`src/rtl/rf_wb_scheduler_pkg.sv`:
```
// Shared write-back types and constants for the integer register-file write port.
// Imported by rf_scoreboard and rf_wb_scheduler.
package rf_wb_scheduler_pkg;

  localparam int XLEN       = 64;
  localparam int REG_ADDR_W = 5;
  localparam int NUM_REGS   = 1 << REG_ADDR_W;

  // One write-back request; the same shape serves the pipeline and the MDU.
  typedef struct packed {
    logic                  valid;
    logic [REG_ADDR_W-1:0] rd;
    logic [XLEN-1:0]       data;
  } wb_req_t;

  // x0 is hard-wired zero, so it never takes the port or a scoreboard bit.
  function automatic logic is_real_rd(input logic [REG_ADDR_W-1:0] rd);
    return rd != '0;
  endfunction

endpackage

```
`src/rtl/rf_scoreboard.sv`:
```
// Pending-MDU-result scoreboard: one busy bit per architectural register
// plus a three-port hazard lookup for the decode stage.
module rf_scoreboard
  import rf_wb_scheduler_pkg::*;
(
  input  logic                  clk_i,
  input  logic                  rst_i,
  input  logic                  set_i,
  input  logic [REG_ADDR_W-1:0] set_rd_i,
  input  logic                  clr_i,
  input  logic [REG_ADDR_W-1:0] clr_rd_i,
  input  logic [REG_ADDR_W-1:0] rs1_i,
  input  logic [REG_ADDR_W-1:0] rs2_i,
  input  logic [REG_ADDR_W-1:0] rd_i,
  input  logic                  rd_valid_i,
  output logic                  hazard_o
);

  logic [NUM_REGS-1:0] busy_q;
  logic [NUM_REGS-1:0] busy_d;

  always_comb begin
    busy_d = busy_q;
    if (clr_i) busy_d[clr_rd_i] = 1'b0;
    // Set is applied after clear so a same-cycle reissue keeps the bit busy.
    if (set_i) busy_d[set_rd_i] = 1'b1;
    busy_d[0] = 1'b0;
  end

  // NOTE: sequential state uses non-blocking assignments only; reset is
  // synchronous, so it is just the highest-priority branch of the clocked block.
  always_ff @(posedge clk_i) begin
    if (rst_i) busy_q <= '0;
    else       busy_q <= busy_d;
  end

  assign hazard_o = busy_q[rs1_i] | busy_q[rs2_i] | (rd_valid_i & busy_q[rd_i]);

endmodule

```
`src/rtl/rf_wb_scheduler.sv`:
```
// Register-file write-port arbiter between pipeline write-back and the MDU,
// with a pending-result scoreboard. Optional starvation guard: RF_WB_STARVE_GUARD_EN.
module rf_wb_scheduler
  import rf_wb_scheduler_pkg::*;
#(
  parameter int XLEN         = rf_wb_scheduler_pkg::XLEN,
  parameter int STARVE_LIMIT = 8
) (
  input  logic                  CLK,
  input  logic                  RST,
  input  logic                  PIPE_WB_VALID,
  input  logic [REG_ADDR_W-1:0] PIPE_WB_RD,
  input  logic [XLEN-1:0]       PIPE_WB_DATA,
  input  logic                  MDU_ISSUE,
  input  logic [REG_ADDR_W-1:0] MDU_ISSUE_RD,
  input  logic                  MDU_RES_VALID,
  input  logic [REG_ADDR_W-1:0] MDU_RES_RD,
  input  logic [XLEN-1:0]       MDU_RES_DATA,
  output logic                  MDU_RES_READY,
  input  logic [REG_ADDR_W-1:0] DEC_RS1_SEL,
  input  logic [REG_ADDR_W-1:0] DEC_RS2_SEL,
  input  logic [REG_ADDR_W-1:0] DEC_RD_SEL,
  input  logic                  DEC_RD_VALID,
  output logic                  HAZARD_STALL,
  output logic                  PIPE_HOLD,
  output logic                  RF_WE,
  output logic [REG_ADDR_W-1:0] RF_WA,
  output logic [XLEN-1:0]       RF_WD
);

  wb_req_t pipe_req;
  wb_req_t mdu_req;
  wb_req_t wr_req;
  logic    pipe_use;
  logic    mdu_accept;

  assign pipe_use   = PIPE_WB_VALID & is_real_rd(PIPE_WB_RD);
  assign mdu_accept = MDU_RES_VALID & ~pipe_use;

  assign pipe_req = '{valid: pipe_use, rd: PIPE_WB_RD, data: PIPE_WB_DATA};
  assign mdu_req  = '{valid: mdu_accept & is_real_rd(MDU_RES_RD),
                      rd: MDU_RES_RD, data: MDU_RES_DATA};

  // Pipeline has fixed priority; an idle port drives all-zero address/data.
  always_comb begin
    wr_req = '0;
    if (pipe_req.valid)     wr_req = pipe_req;
    else if (mdu_req.valid) wr_req = mdu_req;
  end

  assign MDU_RES_READY = mdu_accept;
  assign RF_WE         = wr_req.valid;
  assign RF_WA         = wr_req.rd;
  assign RF_WD         = wr_req.data;

  rf_scoreboard u_scoreboard (
    .clk_i      (CLK),
    .rst_i      (RST),
    .set_i      (MDU_ISSUE),
    .set_rd_i   (MDU_ISSUE_RD),
    .clr_i      (mdu_accept),
    .clr_rd_i   (MDU_RES_RD),
    .rs1_i      (DEC_RS1_SEL),
    .rs2_i      (DEC_RS2_SEL),
    .rd_i       (DEC_RD_SEL),
    .rd_valid_i (DEC_RD_VALID),
    .hazard_o   (HAZARD_STALL)
  );

`ifdef RF_WB_STARVE_GUARD_EN
  localparam int CNT_W = $clog2(STARVE_LIMIT);
  localparam logic [CNT_W-1:0] CNT_LAST = CNT_W'(STARVE_LIMIT - 1);

  logic [CNT_W-1:0] wait_cnt_q;
  logic [CNT_W-1:0] wait_cnt_d;
  logic             hold_q;
  logic             hold_d;
  logic             refused;

  assign refused = MDU_RES_VALID & ~mdu_accept;

  // Count consecutive refusals; on the last allowed one request a single bubble.
  always_comb begin
    wait_cnt_d = '0;
    hold_d     = 1'b0;
    if (refused) begin
      if (wait_cnt_q == CNT_LAST) hold_d     = 1'b1;
      else                        wait_cnt_d = wait_cnt_q + 1'b1;
    end
  end

  always_ff @(posedge CLK) begin
    if (RST) begin
      wait_cnt_q <= '0;
      hold_q     <= 1'b0;
    end else begin
      wait_cnt_q <= wait_cnt_d;
      hold_q     <= hold_d;
    end
  end

  assign PIPE_HOLD = hold_q;
`else
  // Guard compiled out; the MDU waits for natural pipeline bubbles.
  assign PIPE_HOLD = 1'b0 && (STARVE_LIMIT >= 2);
`endif

endmodule
```
`config.mk`:
```
export PLATFORM = sky130hd
export DESIGN_NAME = rf_wb_scheduler
export DESIGN_NICKNAME = d
export VERILOG_FILES = /design/src/rtl/rf_wb_scheduler_pkg.sv /design/src/rtl/rf_scoreboard.sv /design/src/rtl/rf_wb_scheduler.sv
export SDC_FILE = /design/constraint.sdc
export NUM_CORES = 1
export LEC_CHECK = 0
export BUFFER_PORTS_ARGS = -buffer_cell sky130_fd_sc_hd__buf_2
export CAP_MARGIN = 20
export CORE_MARGIN = 4
export CORE_UTILIZATION = 30
export DETAILED_ROUTE_END_ITERATION = 6
export SYNTH_ARGS = -nofsm -noshare
export SYNTH_HDL_FRONTEND = slang
export SYNTH_SLANG_ARGS = --single-unit
```
`constraint.sdc`:
```
create_clock -name CLK -period 3.6 [get_ports CLK]
set_clock_uncertainty 0.05 [all_clocks]
set_input_delay 0.36 -clock CLK [delete_from_list [all_inputs] [get_ports CLK]]
set_output_delay 0.36 -clock CLK [all_outputs]
set_load 0.01 [all_outputs]
```
==> After elaboration in Yosys (flattened, before gate mapping) <==
Index checks and enable logic that the tools add are counted.
{ "totals": {"register_bits": 32, "in_bits": 164} }
{ "op_classes": {"n_mux": 14, "n_lt_le_gt_ge": 7, "n_bitwise": 10, "reduce_logical": 4} }
{ "op_table": {"columns": ["cell", "count"], "rows": [
  ["$mux 70", 2],
  ["$mux 32", 2],
  ["$and 32x32->32", 1],
  ["$not 32->32", 1],
  ["$or 32x32->32", 1],
  ["$lt 5x6->1 const B", 5],
  ["$bmux 1 s5", 3],
  ["$demux 1 s5", 2],
  ["$ge 5x1->1 const B", 2],
  ["$reduce_bool 5->1", 2],
  ["$mux 1", 5],
  ["$and 1x1->1", 4],
  ["$logic_and 1x1->1", 2],
  ["$or 1x1->1", 2],
  ["$not 1->1", 1]
]} }

==> Depth between registers and ports, before layout <==
{ "logic_depth": {"ltp_word": 9, "depth_mapped": 8} }

==> Modules after synthesis <==
From an unflattened synthesis, not the netlist that was laid out.
{ "unflattened": {"cells_unflattened": 493, "area_unflattened_um2": 3768.6} }
{ "by_module_without_submodules": {"columns": ["module", "cells_per_inst", "area_each_um2", "n_inst"], "rows": [
  ["rf_scoreboard", 245, 2137.0, 1],
  ["rf_wb_scheduler", 248, 1631.6, 1]
]} }

==> Worst setup path after synthesis <==
OpenSTA, ideal clock, no wires.
{ "synth_path": {"path_kind": "input -> output", "from": "in DEC_RD_SEL[0]", "to": "out HAZARD_STALL", "path_stages": 6, "t_arrival_ns": 1.908, "path_slack_ns": 1.282, "cell_sequence": "buf_2 > mux4_2 > mux4_2 > inv_1 > nand2_1 > a211o_1"} }
{ "synth_via": {"elab_chain_cells": 4} }
{ "synth_lines": {"columns": ["item", "line", "text"], "rows": [
  ["from (decl)", "rf_wb_scheduler.sv:22", "input logic [REG_ADDR_W-1:0] DEC_RD_SEL,"],
  ["$bmux 1 s5", "rf_scoreboard.sv:37", "assign hazard_o = busy_q[rs1_i] | busy_q[rs2_i] | (rd_valid_i & busy_q[rd_i]);"],
  ["$mux 1 (implied by the code)", "rf_scoreboard.sv:37", null],
  ["$and 1x1->1", "rf_scoreboard.sv:37", null],
  ["$or 1x1->1", "rf_scoreboard.sv:37", null],
  ["to (decl)", "rf_wb_scheduler.sv:24", "output logic HAZARD_STALL,"]
]} }
No other way between the ends. The select of a mux whose other input is x is not followed.

==> Final worst setup path <==
{ "layout_path": {"from": "in PIPE_WB_RD[3]", "to": "out RF_WD[44]"} }
{ "layout_via": {"elab_chain_cells": 7} }
{ "layout_lines": {"columns": ["item", "line", "text"], "rows": [
  ["from (decl)", "rf_wb_scheduler.sv:12", "input logic [REG_ADDR_W-1:0] PIPE_WB_RD,"],
  ["$reduce_bool 5->1 (*)", "rf_wb_scheduler_pkg.sv:18", "return rd != '0;"],
  ["$and 1x1->1 (*)", "rf_wb_scheduler.sv:37", "assign pipe_use = PIPE_WB_VALID & is_real_rd(PIPE_WB_RD);"],
  ["$not 1->1", "rf_wb_scheduler.sv:38", "assign mdu_accept = MDU_RES_VALID & ~pipe_use;"],
  ["$and 1x1->1", "rf_wb_scheduler.sv:38", null],
  ["$and 1x1->1", "rf_wb_scheduler.sv:41", "assign mdu_req = '{valid: mdu_accept & is_real_rd(MDU_RES_RD),"],
  ["$mux 70", "rf_wb_scheduler.sv:48", "else if (mdu_req.valid) wr_req = mdu_req;"],
  ["$mux 70 (*)", "rf_wb_scheduler.sv:47", "if (pipe_req.valid) wr_req = pipe_req;"],
  ["to (decl)", "rf_wb_scheduler.sv:28", "output logic [XLEN-1:0] RF_WD"]
]} }
Every way passes the cells marked *; elsewhere a longest branch is shown, timed or not.

==> qor.log <==
[run_status] result of the run complete, no violations
[cts] clock latency of the later-clocked register in the worst-skew pair 0.28 ns
[detailed_routing] Vias 3590
[cts] clock buffer depth 2
[detailed_routing] routed metal-1 wire length 5.10 mm
[global_route] Tot GR Track Use 22.4%
[synthesis] post-synthesis sequential area ratio 21.5%
[worst_setup_path] CP Cell Sequence buf_2 > or4_4 > o21ai_2 > and2_1 > o31a_4 > a22o_1 > buf_2
[timing] Final Max Tran Viols 0
[floorplan] overall die area 11200 sq um
[cts] clock slew at reported path FFs 0.07 ns
[worst_setup_path] number of cells on the worst reg-to-reg path 2
[placement] Post-DP Area 3990 sq um
[cells_and_area] largest registers ranked by flip-flop count u_scoreboard.busy_q: 31 flops
[cells_and_area] most used cells in the layout excluding fill and tap cells 236 x buf_2, 67 x a22o_1, 44 x nand2_1
[placement] Final GP Congestion 0.907
[job] max-cap viol count 0
[synthesis] leading post-synthesis cells by cell area dfxtp_1 22%, a22o_1 20%, mux4_2 18%, o21ai_0 5.9%, nand2_1 5.7%
[floorplan] initial cell density of the core 31.1%
[pwr] switching share of power 30.6%
[synthesis] area of the mapped netlist 2880 sq um
[timing] transition at the pin with the smallest max-transition slack 0.673 ns
[global_route] maximum number of pins on one net before global-route repair 68
[timing] number of setup violations in the final report 0
[global_route] global-route wire length before repair 19.9 mm
[timing] minimum clock period after layout 2.93 ns
[global_route] number of antenna violations at the first check in global routing 5
[floorplan] Row Count 35
[detailed_routing] uppermost metal layer occupied by signal nets met5
[worst_setup_path] Critical Path Fanout Max 65
[hold_path] number of cells on the worst hold path 4
[cts] count of hold-fix buffers inserted at cts 0
[worst_setup_path] most repeated library cell on the critical path buf_2
[cts] clock root cell clkbuf_8
[cts] sink count of the clock tree 31
[pwr] clock share of power 32.7%
[synthesis] syn_nets 482
[cells_and_area] max reg flops 31
[pwr] fraction of power consumed by sequential logic 32.4%
[detailed_routing] number of nets with antenna violations after detailed routing 0
[global_route] via count of the first global-routing pass 3505
[cts] cells resized by post-CTS repair 0
[floorplan] Die X-Extent 106 microns
[synthesis] gate count of the mapped netlist 318
[placement] post-DP HPWL 11.2 mm
[cells_and_area] Layout area overhead 43.5%
[cells_and_area] most common cell after layout, fill and taps aside buf_2
[cts] number of buffers inserted by post-CTS setup repair 0
[worst_setup_path] crit-path leading delay family compound AO/OA/AOI/OAI gates
[cts] TritonCTS buffer count 5
[pwr] leakage power of the design 1.95 nW
[worst_setup_path] crit path max-delay cell type o31a_4
[timing] setup repair after global routing missed its margin false
[floorplan] Core Footprint 9280 sq um
[cts] TritonCTS clock tree done
[floorplan] I/O pin cnt 237
[timing] Max Clk Rate 0.341 GHz
[cells_and_area] fraction of final layout cells with drive strength greater than 1 51.9%
[worst_setup_path] minimum setup slack among reg-to-reg paths 2.80 ns
[timing] worst hold slack 0.339 ns
[cells_and_area] register bank with the most flops u_scoreboard.busy_q
[floorplan] height of the die 106 microns
[placement] quantity of I/O buffers inserted on ports 235
[worst_setup_path] Data arrival, critical path 2.52 ns
[pwr] PD cells 263 nW/um^2
[cts] Max H-tree Level 2
[worst_setup_path] cell count along the critical path 7
[global_route] total global routing overflow 0
[worst_setup_path] classification of the worst setup path in2out
[cells_and_area] fin nets 695
[pwr] Net Switching 332 uW
[detailed_routing] Avg WL per Cell 19.8 microns
[detailed_routing] residual DRC count 0
[cells_and_area] final std cell area, no fill 4140 sq um
[timing] Rel. slew slack 55.0%
[pwr] internal power of the cells 755 uW
[worst_setup_path] type of element capturing the critical path output pin
[pwr] Max rail drop VDD 0.127 mV
[detailed_routing] routed length on met3 1.20 mm
[synthesis] Synthesis Warnings 0
[pwr] Gate power share 34.9%
[timing] final total negative setup slack 0 ns
[worst_setup_path] required time reported for the critical path endpoint 3.19 ns
[synthesis] dominant synthesized flop cell dfxtp_1
[synthesis] flops & latches, synth 31
[detailed_routing] met2 layer wire length in the routed design 6.65 mm
[worst_setup_path] Worst Setup Start Kind input pin
[synthesis] post-synthesis cell type count 35
[synthesis] Async SR Flop Fraction 0%
[detailed_routing] routed vias/inst 5.41
[hold_path] classification of the worst-slack hold path in2reg
[synthesis] cell type contributing the most total cell area after synthesis dfxtp_1
[synthesis] area share of the largest cell type after synthesis 21.5%
[timing] post-route fraction of the period consumed by the critical path 81.5%
[worst_setup_path] peak per-stage delay on the critical path 0.62 ns
[detailed_routing] number of DRC markers in iteration 0 323
[synthesis] average size of a mapped cell 9.07 sq um
[worst_setup_path] Buf+Inv Stages, Crit Path 2
[timing] Hold Fails Final Rpt 0
[detailed_routing] final routed wirelength across all metal layers 13.1 mm
[cells_and_area] number of filler instances in the final layout 976
[detailed_routing] Pre-antenna DRT Iters 5
[synthesis] Post-synth EDFFs 0
-- power by group through the flow --
stage               clock [mW]  sequential [mW]  combinational, mW
floorplan                    0            0.358              0.204
global placement             0            0.359              0.373
finish                   0.355            0.352              0.380
detailed placement           0            0.360              0.377
CTS                      0.359            0.352              0.378
global route             0.375            0.353              0.411
-- cells by family (layout without fill, tap and decap cells) --
| kind of cell | after synthesis | in the layout | synth area share, % |
|---|---|---|---|
| AOI/OAI and AO/OA | 139 | 139 | 33.9 |
| buffers and inverters | 33 | 247 | 8.29 |
| DFF | 31 | 31 | 21.5 |
| muxes | 39 | 39 | 23.6 |
| other | 1 | 3 | 0.130 |
| and+or+nand+nor | 75 | 75 | 12.5 |
-- final cells by class --
type / instances / area (sq um) / area share, %
clock buffers: 6 / 82.6 / 2.00
diodes: 2 / 5.00 / 0.121
multi-input cells: 254 / 2030 / 48.9
inverters: 2 / 7.51 / 0.181
flip-flops and latches: 31 / 621 / 15.0
well taps: 129 / 161 / 3.90
clock inverters: 2 / 35.0 / 0.846
repair buffers: 237 / 1200 / 29.0
-- per-layer routing --
metal / track usage [%] / vias to the layer above
li1: - / 1680
met1: 27.3 / 1715
met2: 38.7 / 173
met3: 7.23 / 16
met4: 5.00 / 6
met5: 0 / -
-- cells in the mapped netlist (3+ instances only) --
cell type / count
mux4_2: 23
clkbuf_1: 15
o21ai_0: 34
dfxtp_1: 31
nor2_1: 7
nand3_1: 4
nand2_1: 44
buf_2: 5
a21oi_1: 31
mux2i_1: 14
nand3b_1: 3
buf_12: 6
nor3b_1: 4
buf_4: 3
a22o_1: 67
-- metrics by stage --
| step | utilization [%] | setup WS [ns] | instances | total power [mW] |
|---|---|---|---|---|
| after floorplan | - | 1.28 | 318 | 0.562 |
| after global placement | 43.0 | 0.756 | 651 | 0.733 |
| after detailed placement | 43.0 | 0.704 | 651 | 0.737 |
| after CTS | 44.3 | 0.700 | 659 | 1.09 |
| after global routing | 44.6 | 0.514 | 663 | 1.14 |
| final | 44.6 | 0.668 | 663 | 1.09 |
-- worst register-to-register path, stage by stage, from the launching register on --
cell	delay, ns
dfxtp_1	0.40
o21ai_0	0.11
a21oi_1	0.16
-- path summary, 6_finish.rpt --
path                           start                       to
max reg2reg   u_scoreboard.busy_q[6]   u_scoreboard.busy_q[6]
min                  MDU_ISSUE_RD[0]   u_scoreboard.busy_q[8]
max                    PIPE_WB_RD[3]                RF_WD[44]
min reg2reg  u_scoreboard.busy_q[29]  u_scoreboard.busy_q[29]
No activity file was read; power rests on OpenSTA's default activity.
